--- src/rtl/mac3_seq_pkg.sv ---
// Shared types and constants for the mac3 control sequencer.
// The tag channel width matches the default job counter width.
package mac3_seq_pkg;
   typedef enum logic [1:0] {
      ST_IDLE,
      ST_RUN,
      ST_DRAIN,
      ST_FINISH
   } mac3_seq_state_t;

   localparam int unsigned MAC3_PIPE_DEPTH   = 4;
   localparam int unsigned MAC3_DRAIN_BEATS  = 3;
   localparam int unsigned MAC3_TAG_CH_WIDTH = 16;

   typedef struct packed {
      logic                         last;
      logic [MAC3_TAG_CH_WIDTH-1:0] ch;
   } mac3_tag_t;
endpackage

--- src/rtl/mac3_tag_pipe.sv ---
// Enable-gated {last, ch} shadow of the MAC pipeline.
// It advances only on issued beats, so it stays aligned with the MAC stages.
module mac3_tag_pipe
   import mac3_seq_pkg::*;
(
   input  logic                         clk,
   input  logic                         arst_n_in,
   input  logic                         en,
   input  logic                         tag_last_in,
   input  logic [MAC3_TAG_CH_WIDTH-1:0] tag_ch_in,
   output logic                         s3_last,
   output logic [MAC3_TAG_CH_WIDTH-1:0] s4_ch
);
   // Stage 4 keeps only the channel; its last flag is consumed as it enters.
   mac3_tag_t                    stage_q [MAC3_PIPE_DEPTH-1];
   mac3_tag_t                    stage_d [MAC3_PIPE_DEPTH-1];
   logic [MAC3_TAG_CH_WIDTH-1:0] ch4_q;
   logic [MAC3_TAG_CH_WIDTH-1:0] ch4_d;

   always_comb begin
      stage_d = stage_q;
      ch4_d   = ch4_q;
      if (en) begin
         stage_d[0] = '{last: tag_last_in, ch: tag_ch_in};
         for (int unsigned i = 1; i < MAC3_PIPE_DEPTH - 1; i++) begin
            stage_d[i] = stage_q[i-1];
         end
         ch4_d = stage_q[MAC3_PIPE_DEPTH-2].ch;
      end
   end

   always_ff @(posedge clk or negedge arst_n_in) begin
      if (!arst_n_in) begin
         for (int unsigned i = 0; i < MAC3_PIPE_DEPTH - 1; i++) begin
            stage_q[i] <= '0;
         end
         ch4_q <= '0;
      end else begin
         stage_q <= stage_d;
         ch4_q   <= ch4_d;
      end
   end

   assign s3_last = stage_q[MAC3_PIPE_DEPTH-2].last;
   assign s4_ch   = ch4_q;
endmodule

--- src/rtl/mac3_sequencer.sv ---
// Job sequencer for one mac3 pipelined MAC: gates operand beats, issues
// drain beats and hands each finished sum to the output memory.
module mac3_sequencer
   import mac3_seq_pkg::*;
#(
   parameter int unsigned A_WIDTH           = 16,
   parameter int unsigned B_WIDTH           = 16,
   parameter int unsigned ACCUMULATOR_WIDTH = 32,
   parameter int unsigned OUTPUT_WIDTH      = 16,
   parameter int unsigned CNT_WIDTH         = 16
) (
   input  logic                         clk,
   input  logic                         arst_n_in,
   input  logic                         start,
   input  logic [CNT_WIDTH-1:0]         num_outputs,
   input  logic [CNT_WIDTH-1:0]         beats_per_output,
   output logic                         busy,
   output logic                         done,
   input  logic                         op_valid,
   output logic                         op_ready,
   input  logic [A_WIDTH-1:0]           op_a0,
   input  logic [A_WIDTH-1:0]           op_a1,
   input  logic [A_WIDTH-1:0]           op_a2,
   input  logic [B_WIDTH-1:0]           op_b0,
   input  logic [B_WIDTH-1:0]           op_b1,
   input  logic [B_WIDTH-1:0]           op_b2,
   input  logic [ACCUMULATOR_WIDTH-1:0] op_psum,
   output logic                         mac_input_valid,
   output logic                         mac_accumulate,
   output logic [A_WIDTH-1:0]           mac_a0,
   output logic [A_WIDTH-1:0]           mac_a1,
   output logic [A_WIDTH-1:0]           mac_a2,
   output logic [B_WIDTH-1:0]           mac_b0,
   output logic [B_WIDTH-1:0]           mac_b1,
   output logic [B_WIDTH-1:0]           mac_b2,
   output logic [ACCUMULATOR_WIDTH-1:0] mac_psum,
   output logic [31:0]                  mac_ch,
   input  logic [OUTPUT_WIDTH-1:0]      mac_out,
   output logic                         wr_valid,
   input  logic                         wr_ready,
   output logic [OUTPUT_WIDTH-1:0]      wr_data,
   output logic [CNT_WIDTH-1:0]         wr_ch
);
   mac3_seq_state_t      state_q, state_d;
   logic [CNT_WIDTH-1:0] nout_q, nout_d, bpo_q, bpo_d;
   logic [CNT_WIDTH-1:0] beat_q, beat_d, out_q, out_d;
   logic [1:0]           drain_q, drain_d;
   logic                 busy_q, busy_d, done_q, done_d, wr_valid_q, wr_valid_d;

   logic                         wr_stall, issue, run_issue;
   logic                         first_beat, last_beat, last_out;
   logic                         tag_last_in, s3_last;
   logic [MAC3_TAG_CH_WIDTH-1:0] tag_ch_in, s4_ch;

   always_comb begin
      state_d    = state_q;
      nout_d     = nout_q;
      bpo_d      = bpo_q;
      beat_d     = beat_q;
      out_d      = out_q;
      drain_d    = drain_q;
      busy_d     = busy_q;
      done_d     = 1'b0;

      wr_stall   = wr_valid_q && !wr_ready;
      issue      = ((state_q == ST_RUN && op_valid) || state_q == ST_DRAIN) && !wr_stall;
      run_issue  = issue && (state_q == ST_RUN);
      first_beat = (beat_q == '0);
      last_beat  = (beat_q == bpo_q - CNT_WIDTH'(1));
      last_out   = (out_q == nout_q - CNT_WIDTH'(1));

      tag_last_in = (state_q == ST_RUN) && last_beat;
      tag_ch_in   = (state_q == ST_RUN) ? MAC3_TAG_CH_WIDTH'(out_q) : '0;

      // The last tag entering stage 4 means the sum lands in the accumulator at this edge.
      if (issue && s3_last) begin
         wr_valid_d = 1'b1;
      end else if (wr_ready) begin
         wr_valid_d = 1'b0;
      end else begin
         wr_valid_d = wr_valid_q;
      end

      case (state_q)
         ST_IDLE: begin
            if (start) begin
               nout_d  = num_outputs;
               bpo_d   = (beats_per_output == '0) ? CNT_WIDTH'(1) : beats_per_output;
               beat_d  = '0;
               out_d   = '0;
               busy_d  = 1'b1;
               state_d = (num_outputs == '0) ? ST_FINISH : ST_RUN;
            end
         end
         ST_RUN: begin
            if (issue) begin
               if (last_beat) begin
                  beat_d = '0;
                  if (last_out) begin
                     drain_d = '0;
                     state_d = ST_DRAIN;
                  end else begin
                     out_d = out_q + CNT_WIDTH'(1);
                  end
               end else begin
                  beat_d = beat_q + CNT_WIDTH'(1);
               end
            end
         end
         ST_DRAIN: begin
            if (issue) begin
               drain_d = drain_q + 2'd1;
               if (drain_q == 2'(MAC3_DRAIN_BEATS - 1)) begin
                  state_d = ST_FINISH;
               end
            end
         end
         ST_FINISH: begin
            if (!wr_valid_q || wr_ready) begin
               busy_d  = 1'b0;
               done_d  = 1'b1;
               state_d = ST_IDLE;
            end
         end
         default: state_d = ST_IDLE;
      endcase
   end

   always_ff @(posedge clk or negedge arst_n_in) begin
      if (!arst_n_in) begin
         state_q    <= ST_IDLE;
         nout_q     <= '0;
         bpo_q      <= '0;
         beat_q     <= '0;
         out_q      <= '0;
         drain_q    <= '0;
         busy_q     <= 1'b0;
         done_q     <= 1'b0;
         wr_valid_q <= 1'b0;
      end else begin
         state_q    <= state_d;
         nout_q     <= nout_d;
         bpo_q      <= bpo_d;
         beat_q     <= beat_d;
         out_q      <= out_d;
         drain_q    <= drain_d;
         busy_q     <= busy_d;
         done_q     <= done_d;
         wr_valid_q <= wr_valid_d;
      end
   end

   mac3_tag_pipe u_tag_pipe (
      .clk         (clk),
      .arst_n_in   (arst_n_in),
      .en          (issue),
      .tag_last_in (tag_last_in),
      .tag_ch_in   (tag_ch_in),
      .s3_last     (s3_last),
      .s4_ch       (s4_ch)
   );

   assign busy            = busy_q;
   assign done            = done_q;
   assign wr_valid        = wr_valid_q;
   assign op_ready        = (state_q == ST_RUN) && !wr_stall;
   assign mac_input_valid = issue;
   assign mac_accumulate  = issue && (state_q == ST_DRAIN || !first_beat);
   assign mac_a0          = run_issue ? op_a0 : '0;
   assign mac_a1          = run_issue ? op_a1 : '0;
   assign mac_a2          = run_issue ? op_a2 : '0;
   assign mac_b0          = run_issue ? op_b0 : '0;
   assign mac_b1          = run_issue ? op_b1 : '0;
   assign mac_b2          = run_issue ? op_b2 : '0;
   assign mac_psum        = (run_issue && first_beat) ? op_psum : '0;
   assign mac_ch          = run_issue ? 32'(out_q) : '0;
   assign wr_data         = mac_out;
   assign wr_ch           = CNT_WIDTH'(s4_ch);
endmodule
--- config.mk ---
export PLATFORM = sky130hd
export DESIGN_NAME = mac3_sequencer
export DESIGN_NICKNAME = d
export VERILOG_FILES = /design/src/rtl/mac3_seq_pkg.sv /design/src/rtl/mac3_tag_pipe.sv /design/src/rtl/mac3_sequencer.sv
export SDC_FILE = /design/constraint.sdc
export NUM_CORES = 1
export LEC_CHECK = 0
export CORE_AREA = 2 2 147 149
export DETAILED_ROUTE_END_ITERATION = 8
export DIE_AREA = 0 0 149 151
export PLACE_DENSITY = 0.78
export SYNTH_ARGS = -nofsm -noshare
export SYNTH_HDL_FRONTEND = slang
export SYNTH_SLANG_ARGS = --single-unit
--- constraint.sdc ---
create_clock -name clk -period 11.8 [get_ports clk]
set_clock_uncertainty 0.2 [all_clocks]
set_input_delay 1.77 -clock clk [delete_from_list [all_inputs] [get_ports clk]]
set_output_delay 1.77 -clock clk [all_outputs]
set_load 0.02 [all_outputs]
==> results of run 1 <==
[stage by stage]
stage | hold WS, ps | instance area (um^2) | std cells | total power (uW) | util
3_5_place_dp | 250 | 11700 | 1500 | 1980 | 0.561
4_1_cts | 266 | 12300 | 1532 | 2510 | 0.589
2_1_floorplan | 239 | 8470 | 977 | 1530 | -
6_report | 264 | 12300 | 1533 | 2510 | 0.589
5_1_grt | 277 | 12300 | 1533 | 2670 | 0.589
3_3_place_gp | 247 | 11700 | 1500 | 1950 | 0.561
[worst register-to-register path, delay by kind of cell, from the launching register on]
family	cells	cell delay, ps
and+or+nand+nor	4	2180
AOI/OAI and AO/OA	4	970
DFF	1	470
adders and majority gates	1	260
buffers and inverters	1	140
[flip-flops by register name, indices dropped and copies added, names as in the netlist]
signal and count:
beat_q 16, bpo_q 16, busy 1, done 1
drain_q 2, nout_q 16, out_q 16, state_q 2
u_tag_pipe.s3_last 1, u_tag_pipe.s4_ch 16, u_tag_pipe.stage_q 50, wr_valid 1
[kinds of logic after synthesis]
logic type	synth area share
flip-flops	0.411
multiplexers	0.0527
buffers and inverters	0.0647
AND/OR/NAND/NOR	0.319
XOR/XNOR	0.0479
adder cells (fa/ha/maj)	0.0164
other	0.000446
AO/OA/AOI/OAI	0.0882
[cell usage after synthesis (3+ instances only)]
master                     instances
sky130_fd_sc_hd__or4b_1            3
sky130_fd_sc_hd__mux2i_1           6
sky130_fd_sc_hd__a211oi_1          5
sky130_fd_sc_hd__dfrtp_1         138
sky130_fd_sc_hd__or3_1             4
sky130_fd_sc_hd__mux2_2           34
sky130_fd_sc_hd__nand2_1         185
sky130_fd_sc_hd__nand4b_1          3
sky130_fd_sc_hd__nor4b_1           4
sky130_fd_sc_hd__o41ai_1           3
sky130_fd_sc_hd__nor3_1           10
sky130_fd_sc_hd__or4_1            16
sky130_fd_sc_hd__and2_1          148
sky130_fd_sc_hd__o31ai_1           5
sky130_fd_sc_hd__nand2b_1          8
sky130_fd_sc_hd__clkbuf_1         43
sky130_fd_sc_hd__xnor2_1          27
sky130_fd_sc_hd__a21o_1           18
sky130_fd_sc_hd__nor2_1           43
sky130_fd_sc_hd__nor2b_1           6
sky130_fd_sc_hd__o211ai_1          8
sky130_fd_sc_hd__buf_4            32
sky130_fd_sc_hd__o211a_1           3
sky130_fd_sc_hd__a21oi_1          17
sky130_fd_sc_hd__a31oi_1           3
sky130_fd_sc_hd__o21ai_0          11
sky130_fd_sc_hd__nand3b_1          3
sky130_fd_sc_hd__buf_2             5
sky130_fd_sc_hd__xor2_1           19
sky130_fd_sc_hd__nand3_1          29
sky130_fd_sc_hd__o22ai_1           3
sky130_fd_sc_hd__and3_1           16
sky130_fd_sc_hd__a22oi_1           3
sky130_fd_sc_hd__ha_1             11
sky130_fd_sc_hd__inv_1            18
sky130_fd_sc_hd__o311ai_0          3
sky130_fd_sc_hd__nand4_1           8
sky130_fd_sc_hd__buf_1             5
sky130_fd_sc_hd__nor4_1           22
[per-layer routing]
metal  part of all wire  wire [um]
met1               0.42      11700
met2               0.50      13900
met3              0.071       1970
met4              0.014        394
met5                  0          0
[cells in the final DEF (no fill, tap or decap), types with 7 or more instances in the layout]
master,n
sky130_fd_sc_hd__or4_1,16
sky130_fd_sc_hd__a21oi_1,17
sky130_fd_sc_hd__o211ai_1,8
sky130_fd_sc_hd__o21ai_0,11
sky130_fd_sc_hd__buf_4,7
sky130_fd_sc_hd__and2_1,148
sky130_fd_sc_hd__and3_1,15
sky130_fd_sc_hd__a21o_1,18
sky130_fd_sc_hd__ha_1,11
sky130_fd_sc_hd__clkdlybuf4s50_1,329
sky130_fd_sc_hd__inv_1,18
sky130_fd_sc_hd__nand4_1,8
sky130_fd_sc_hd__nand2b_1,8
sky130_fd_sc_hd__xnor2_1,27
sky130_fd_sc_hd__nor4_1,22
sky130_fd_sc_hd__nand2_1,184
sky130_fd_sc_hd__nor2_1,43
sky130_fd_sc_hd__xor2_1,19
sky130_fd_sc_hd__dfrtp_1,138
sky130_fd_sc_hd__clkbuf_16,17
sky130_fd_sc_hd__conb_1,16
sky130_fd_sc_hd__nand3_1,29
sky130_fd_sc_hd__mux2_2,34
sky130_fd_sc_hd__nor3_1,10
[layout make-up]
cell class / count / area [um^2]
multi-input combinational: 732 / 4470
antenna: 1 / 2.50
fill: 1858 / 8560
sequential: 138 / 3450
timing repair buffer: 336 / 3350
clock inverter: 13 / 133
clock buffer: 19 / 443
tap: 275 / 344
inverter: 19 / 71.3
[path summary, 6_finish.rpt]
kind                                          endpoint  cells after the start
worst max register to register               out_q[13]                     10
worst max-delay path                         mac_a2[9]                      6
worst min register to register  u_tag_pipe.stage_q[11]                      2
worst min-delay path            u_tag_pipe.stage_q[11]                      2
min in group asynchronous                     bpo_q[1]                      1
max in group asynchronous       u_tag_pipe.stage_q[27]                      2
[power by group]
part	internal, uW	switching (uW)
clock	301	219
sequential	593	153
combinational	557	682
==> metrics.txt, run 1 <==
die outline width 149 um; leakage 0.00543 uW; number of H-tree levels 4; drt initial violations 545; time the worst path needs with I/O delays and setup 6450 ps; Synth cell types 63; endpoints failing hold 0; classification of the worst-slack hold path flop to flop; remaining global-route overflow 0; Critical-path top delay cell sky130_fd_sc_hd__clkdlybuf4s50_1; Max-Cap Viols 0; Fmax achieved 155 MHz; number of top-level design ports 379; final RePlAce weighted congestion 0.910; number of buffers added by the clock tree synthesis step 17; layer with the highest usage met2; global routing usage summed across all routing layers 0.243; mean post-synth cell area 8.74 um^2; max incr delay on CP 630 ps; Hold Crit Start u_tag_pipe.stage_q[28]; Critical Path Sink Type primary output; clock-pin slew of the registers on the worst-case setup and hold paths 60 ps; clock latency at the later pin of the worst-skew pair 430 ps; WP data required 9830 ps; clock tree root driver cell sky130_fd_sc_hd__clkbuf_16; met2 global-route usage 0.408; cell family contributing the most delay on the critical path buffers and inverters; Max IR drop VDD 0.123 mV; wire per inst 18.2 um; relative slew slack 0.272; total power density per cell area 204 nW/um^2; postcts setup bufs 0; instance count of the mapped netlist 962; post-synth top area share 0.411; count of flip-flops with a built-in enable after synthesis 0; worst setup margin 5350 ps; prevailing post-synth register cell sky130_fd_sc_hd__dfrtp_1; DRC violations left 0; met3 GRT Util 0.0630; pin count of the biggest net entering global routing 91; Pre-Repair DR Iteration Count 6; HPWL after DPL 20900 um; Layout Area Growth over Synthesis 45.8%; final-report setup violation count 0; setup repair after global routing missed its margin false; post-detailed-route via-to-cell ratio 5.14; library cell appearing most often on the critical path sky130_fd_sc_hd__clkdlybuf4s50_1; classification of the worst setup path input pin to primary output; area of the die 22500 um^2; fraction of the yosys area taken by sequential cells 0.411; actual transition at the worst max-transition pin 1090 ps; fraction of registers with async set/reset 1.00; post-CTS resize count 0; net count reported at finish 1436; Routed Wire Length 27900 um; r2r setup slk 7500 ps; Post-DRT Antenna Nets 0; clock tree buffer depth 2; critical path buffer and inverter count 3; leading area contributor after synthesis sky130_fd_sc_hd__dfrtp_1; result of the run complete, no violations; pre-CTS setup slack 5340 ps; summed negative setup slack over all endpoints 0 ps; critical-path cell list clkdlybuf4s50_1 > nand2b_1 > and3_2 > buf_4 > and2_1 > clkdlybuf4s50_1; hold_buf cts 0; proportion of layout cells with a drive suffix above 1 0.0668; Floorplan Core Area 20800 um^2; die height 151 um; clock tree sinks 138; fin. max-slew vios 0; initial antenna violation count 1; flip-flop and latch count after synthesis 138; met1 routing resource usage after global routing 0.311; starting density of the core 0.404; Worst Setup SP wr_ready; endpoint arrival time on the critical path 4480 ps; netlist area before placement 8410 um^2; clock tree from TritonCTS yes; maximum net fanout on the critical path 90; count of buffers inserted at the top-level ports 330; wire length of the first global-routing pass 42500 um; via count of the routed design 7874; cells taking the most area after synthesis sky130_fd_sc_hd__dfrtp_1, sky130_fd_sc_hd__and2_1, sky130_fd_sc_hd__nand2_1; total number of yosys warnings 0; number of standard-cell rows in the floorplan 53; Critical Path Source Type input pin; Period Utilization, post-route 0.546; FF-to-FF Start bpo_q[0]; vias in the first global route 7589
Power figures use the tool's default switching activity.
==> inputs of run 2 (changes only) <==
Settings changed: CORE_AREA 2 2 147 149 to not set, CORE_UTILIZATION set to 39, DIE_AREA 0 0 149 151 to not set, PLACE_DENSITY 0.78 to 0.79.
Clock period 11.8 ns to 5.22 ns, I/O delays scaled along.
==> run 2 against run 1 <==
Compared with the run above:
- critical path depth is 4 higher
- worst hold slack worse by 5.2 ps
- combinational power is 130% higher
- clock power is 120% higher
- via count is 0.67% higher
- critical path type is now flop to primary output
- critical endpoint is now mac_psum[5]
- largest cell class unchanged
==> metrics.txt, run 2 (same netlist as run 1, synthesis figures left out) <==
register area 3450 um^2 (unchanged); classification of the worst setup path flop to primary output; via count of the routed design 7927 (+0.67%); Critical-path top delay cell sky130_fd_sc_hd__clkdlybuf4s50_1; summed negative setup slack over all endpoints 0 ps (unchanged); initial antenna violation count 1 (unchanged); maximum net fanout on the critical path 32 (-64%); Max IR drop VDD 0.265 mV (+120%); critical-path cell list inv_1 > ha_1 > buf_4 > inv_1 > nor2_1 > nand2_1 > nor2_1 > buf_4 > and2_1 > clkdlybuf4s50_1; leakage 0.00544 uW (+0.22%); Floorplan Core Area 21100 um^2 (+1.3%); die height 149 um (-1.4%); worst reg-to-reg path cell count 11 (+1); setup repair after global routing missed its margin false; Largest register FFs 50 (unchanged); area of the die 22200 um^2 (-1.5%); post-CTS resize count 0 (unchanged); global routing usage summed across all routing layers 0.242 (-0.00111); die outline width 149 um (-0.10%); number of top-level design ports 379 (unchanged); Post-DRT Antenna Nets 0 (unchanged); pin count of the biggest net entering global routing 90 (-1.1%); time the worst path needs with I/O delays and setup 4250 ps; Critical Path Sink Type primary output; max incr delay on CP 630 ps (about the same); net count reported at finish 1439 (+0.21%); vias in the first global route 7717 (+1.7%); dpl cells 1503 (+0.20%); postcts setup bufs 0 (unchanged); DRC violations left 0 (unchanged); endpoints failing hold 0 (unchanged); Layout Area Growth over Synthesis 46.3%; Max-Cap Viols 0 (unchanged); actual transition at the worst max-transition pin 978 ps (-113 ps); final RePlAce weighted congestion 0.913 (+0.32%); clock tree buffer depth 2 (unchanged); logic depth of the worst setup path including buffers 10 (+4); most common library cell in the layout ignoring fill and taps sky130_fd_sc_hd__clkdlybuf4s50_1; fin. max-slew vios 0 (unchanged); filler cell count 1859 (+0.054%); critical path buffer and inverter count 5 (+2); endpoint arrival time on the critical path 3270 ps (-1210 ps); cell family contributing the most delay on the critical path buffers and inverters; wire length of the first global-routing pass 42000 um (-1.1%); classification of the worst-slack hold path flop to flop; number of cells traversed by the worst hold path 2 (unchanged); number of standard-cell rows in the floorplan 53 (unchanged); highest-count cells in the layout ignoring fill and taps sky130_fd_sc_hd__clkdlybuf4s50_1, sky130_fd_sc_hd__nand2_1, sky130_fd_sc_hd__and2_1; Routed Wire Length 27000 um (-3.2%); worst hold slack 258 ps (-5.21 ps); wire per inst 17.6 um (-3.4%); result of the run complete, no violations; starting density of the core 0.399 (-0.00508); register containing the most flip-flops in the final layout u_tag_pipe.stage_q; Critical Path Source Type flop; relative slew slack 0.342 (+0.0694); count of buffers inserted at the top-level ports 330 (unchanged); Fmax achieved 235 MHz; number of buffers added by the clock tree synthesis step 17 (unchanged); final-report setup violation count 0 (unchanged); HPWL after DPL 20200 um (-3.0%); Period Utilization, post-route 0.814; clock tree from TritonCTS yes; hold_buf cts 0 (unchanged); clock latency at the later pin of the worst-skew pair 420 ps (about the same); total power density per cell area 464 nW/um^2 (+130%); number of H-tree levels 4 (unchanged); final cell count without fillers 1537 (+0.26%); clock tree sinks 138 (unchanged); Pre-Repair DR Iteration Count 5 (-1); pre-CTS setup slack 1040 ps (-4300 ps); proportion of layout cells with a drive suffix above 1 0.0690 (+0.00222); worst setup margin 971 ps (-4380 ps); drt initial violations 429 (-21%); post-detailed-route via-to-cell ratio 5.16 (+0.41%); footprint of the multi-input gates 4470 um^2 (unchanged); WP data required 4240 ps (-5590 ps); clock tree root driver cell sky130_fd_sc_hd__clkbuf_16; remaining global-route overflow 0 (unchanged); clock-pin slew of the registers on the worst-case setup and hold paths 70 ps (about the same)
[run 2: final timing paths]
check | from | endpoint | slack [ps]
worst max-delay path | state_q[1] | mac_psum[5] | 970
worst min-delay path | u_tag_pipe.stage_q[15] | u_tag_pipe.s4_ch[15] | 260
worst max register to register | bpo_q[0] | out_q[13] | 990
worst min register to register | u_tag_pipe.stage_q[15] | u_tag_pipe.s4_ch[15] | 260
max in group asynchronous | arst_n_in | out_q[13] | 3660
min in group asynchronous | arst_n_in | bpo_q[4] | 270
[run 2: stage by stage]
| step | instance area (um^2) | utilization | total power (uW) |
|---|---|---|---|
| floorplan | 8470 | - | 3460 |
| global placement | 11700 | 0.556 | 4470 |
| detailed placement | 11700 | 0.556 | 4530 |
| CTS | 12300 | 0.583 | 5710 |
| global route | 12300 | 0.583 | 6050 |
| finish | 12300 | 0.583 | 5700 |
[run 2: tightest hold or removal path, delay by kind of cell (launching register included)]
kind / cells / cell delay, ps
flip-flops: 1 / 340
AND/OR/NAND/NOR: 2 / 90
[run 2: area by class of cell]
class,count,share of cell area
clock buffers,18,0.0349
inverters,19,0.00580
flip-flops and latches,138,0.281
diodes,2,0.000407
well taps,275,0.0280
multi-input cells,732,0.364
repair buffers,339,0.276
clock inverters,14,0.0108
[run 2: where the power goes]
group,leakage [uW],total [uW],switching [uW],internal (uW)
Sequential,0.00181,1690,354,1340
Clock,0.000271,1150,522,629
Combinational,0.00336,2860,1570,1290
[run 2: routing by layer]
| metal | vias to the layer above | global-route usage | part of all wire |
|---|---|---|---|
| met2 | 308 | 0.393 | 0.48 |
| met3 | 32 | 0.0489 | 0.065 |
| met5 | - | 0 | 0 |
| met4 | 0 | 0.0801 | 0.018 |
| li1 | 3780 | - | - |
| met1 | 3807 | 0.322 | 0.44 |
==> inputs of run 3 (changes only) <==
Clock period 5.22 ns to 3.55 ns, I/O delays scaled along.
==> run 3 against run 2 <==
Compared with the run above:
- combinational power grew 61%
- global-route usage increased by 3.7 points
- clock power is 53% higher
- critical endpoint is now out_q[1]
- largest power group unchanged
- final area increased by 4.9%
- critical path depth increased by 2
- via count is 4.7% higher
==> metrics.txt, run 3 (same netlist as run 1, synthesis figures left out) <==
result of the run complete, no violations; via count of the routed design 8301 (+4.7%); clock latency at the later pin of the worst-skew pair 430 ps (about the same); wire per inst 19.7 um (+12%); Post-DRT Antenna Nets 0 (unchanged); Pre-Repair DR Iteration Count 6 (+1); actual transition at the worst max-transition pin 714 ps (-265 ps); max incr delay on CP 500 ps (-130 ps); Layout Area Growth over Synthesis 53.5%; pre-CTS setup slack -72.1 ps (-1110 ps); Fmax achieved 284 MHz; wire length of the first global-routing pass 46300 um (+10%); layer with the highest usage met2; endpoint arrival time on the critical path 3640 ps (+370 ps); Max IR drop VDD 0.324 mV (+22%); Worst Setup SP bpo_q[0]; DRC violations left 0 (unchanged); number of H-tree levels 4 (unchanged); initial antenna violation count 5 (+4); Floorplan Core Area 21100 um^2 (unchanged); global routing usage summed across all routing layers 0.280 (+0.0373); setup repair after global routing missed its margin true; drt initial violations 595 (+39%); proportion of layout cells with a drive suffix above 1 0.119 (+0.0497); endpoints failing hold 0 (unchanged); clock-pin slew of the registers on the worst-case setup and hold paths 70 ps (about the same); fin. max-slew vios 0 (unchanged); die height 149 um (unchanged); classification of the worst setup path flop to flop; die outline width 149 um (unchanged); Largest register FFs 50 (unchanged); final-report setup violation count 0 (unchanged); leakage 0.00672 uW (+24%); Post-Place Cell Area 12000 um^2 (+1.9%); clock tree buffer depth 2 (unchanged); critical-path cell list inv_4 > ha_4 > or4b_4 > or4_4 > or4b_4 > o211a_4 > a211oi_4 > buf_4 > buf_4 > nand2_2 > o211a_1 > a211o_1; Period Utilization, post-route 0.993; Critical Path Source Type flop; Critical Path Sink Type flop; most common library cell in the layout ignoring fill and taps sky130_fd_sc_hd__clkdlybuf4s50_1; remaining global-route overflow 0 (unchanged); worst setup margin 24.0 ps (-947 ps); post-detailed-route via-to-cell ratio 5.27 (+2.1%); Critical-path top delay cell sky130_fd_sc_hd__or4b_4; WP data required 3660 ps (-580 ps); Routed Wire Length 31000 um (+15%); HPWL after DPL 23400 um (+16%); Hold Crit Start u_tag_pipe.stage_q[23]; time the worst path needs with I/O delays and setup 3530 ps; met3 GRT Util 0.0682 (+0.0193); relative slew slack 0.524 (+0.182); maximum net fanout on the critical path 4 (-88%); critical path buffer and inverter count 3 (-2); dpl cells 1530 (+1.8%); classification of the worst-slack hold path flop to flop; total power density per cell area 683 nW/um^2 (+47%); net count reported at finish 1476 (+2.6%); met2 global-route usage 0.461 (+0.0675); cell family contributing the most delay on the critical path simple AND/OR/NAND/NOR gates; area of the die 22200 um^2 (unchanged); number of standard-cell rows in the floorplan 53 (unchanged); filler cell count 1777 (-4.4%); register containing the most flip-flops in the final layout u_tag_pipe.stage_q; pin count of the biggest net entering global routing 79 (-12%); clock tree sinks 138 (unchanged); met1 routing resource usage after global routing 0.354 (+0.0312); clock tree from TritonCTS yes; count of buffers inserted at the top-level ports 330 (unchanged); FF-to-FF Start bpo_q[0]; post-route design area 12900 um^2 (+4.9%); final RePlAce weighted congestion 0.952 (+4.3%); clock tree root driver cell sky130_fd_sc_hd__clkbuf_16; summed negative setup slack over all endpoints 0 ps (unchanged); number of buffers added by the clock tree synthesis step 17 (unchanged); vias in the first global route 7953 (+3.1%); number of top-level design ports 379 (unchanged); starting density of the core 0.399 (unchanged); highest-count cells in the layout ignoring fill and taps sky130_fd_sc_hd__clkdlybuf4s50_1, sky130_fd_sc_hd__nand2_1, sky130_fd_sc_hd__and2_1; final cell count without fillers 1576 (+2.5%); Max-Cap Viols 0 (unchanged)
==> run 3: cell count changes in the layout (fill, tap and decap cells not counted), moves of 3 or more <==
cell	before	now
sky130_fd_sc_hd__buf_4	8	45
sky130_fd_sc_hd__buf_6	0	4
sky130_fd_sc_hd__clkdlybuf4s50_1	329	248
sky130_fd_sc_hd__clkinv_4	5	0
sky130_fd_sc_hd__clkinv_8	0	4
sky130_fd_sc_hd__dlygate4sd2_1	0	16
sky130_fd_sc_hd__dlymetal6s2s_1	0	57
sky130_fd_sc_hd__ha_1	11	8
sky130_fd_sc_hd__inv_6	2	5
sky130_fd_sc_hd__or4_1	16	13
sky130_fd_sc_hd__or4_4	0	3
==> run 3: per-stage QoR <==
step	power, uW	util	hold slack [ps]
after floorplan	5150	-	36.9
after global placement	6790	0.567	246
after detailed placement	6860	0.567	248
after CTS	8730	0.599	262
after global routing	9340	0.612	287
final	8820	0.612	261
==> run 3: where the power goes <==
group          switching [uW]  total [uW]  internal (uW)
Combinational            2480        4610           2130
Clock                     813        1760            945
Sequential                478        2450           1970
Total                    3770        8820           5040
==> run 3: layer usage <==
metal  routed length [um]  share of wire
met5                    0              0
met4                  830          0.027
met3                 2350          0.076
met2                15100           0.49
met1                12700           0.41
==> run 3: path summary, 6_finish.rpt <==
| kind | to | slack, ps | cells after the start |
|---|---|---|---|
| worst max-delay path | out_q[1] | 20 | 12 |
| worst min-delay path | u_tag_pipe.stage_q[6] | 260 | 2 |
| worst max register to register | out_q[1] | 20 | 12 |
| worst min register to register | u_tag_pipe.stage_q[6] | 260 | 2 |
| max in group asynchronous | u_tag_pipe.s4_ch[11] | 1920 | 3 |
| min in group asynchronous | bpo_q[4] | 480 | 2 |
==> run 3: layout make-up <==
cell class	instances	area (um^2)	area share
clock buffer	17	425	0.0330
clock inverter	15	169	0.0131
sequential	138	3450	0.268
tap	275	344	0.0267
antenna	4	10.0	0.000775
inverter	19	76.3	0.00591
timing repair buffer	375	3820	0.296
multi-input combinational	733	4610	0.357
==> run 3: repair_timing <==
item                                    CTS  global route
endpoints found under the hold margin    76             0
buffers inserted                          3             4
resized for setup                        22            79
hold buffers                              1             0
gates cloned                              2             0
pin swaps                                 2             8
endpoints found under the setup margin  108           140
==> run 3: tightest hold or removal path: cells and delay by family (launching register included) <==
family,cells,cell delay [ps]
and+or+nand+nor,2,100
DFF,1,340
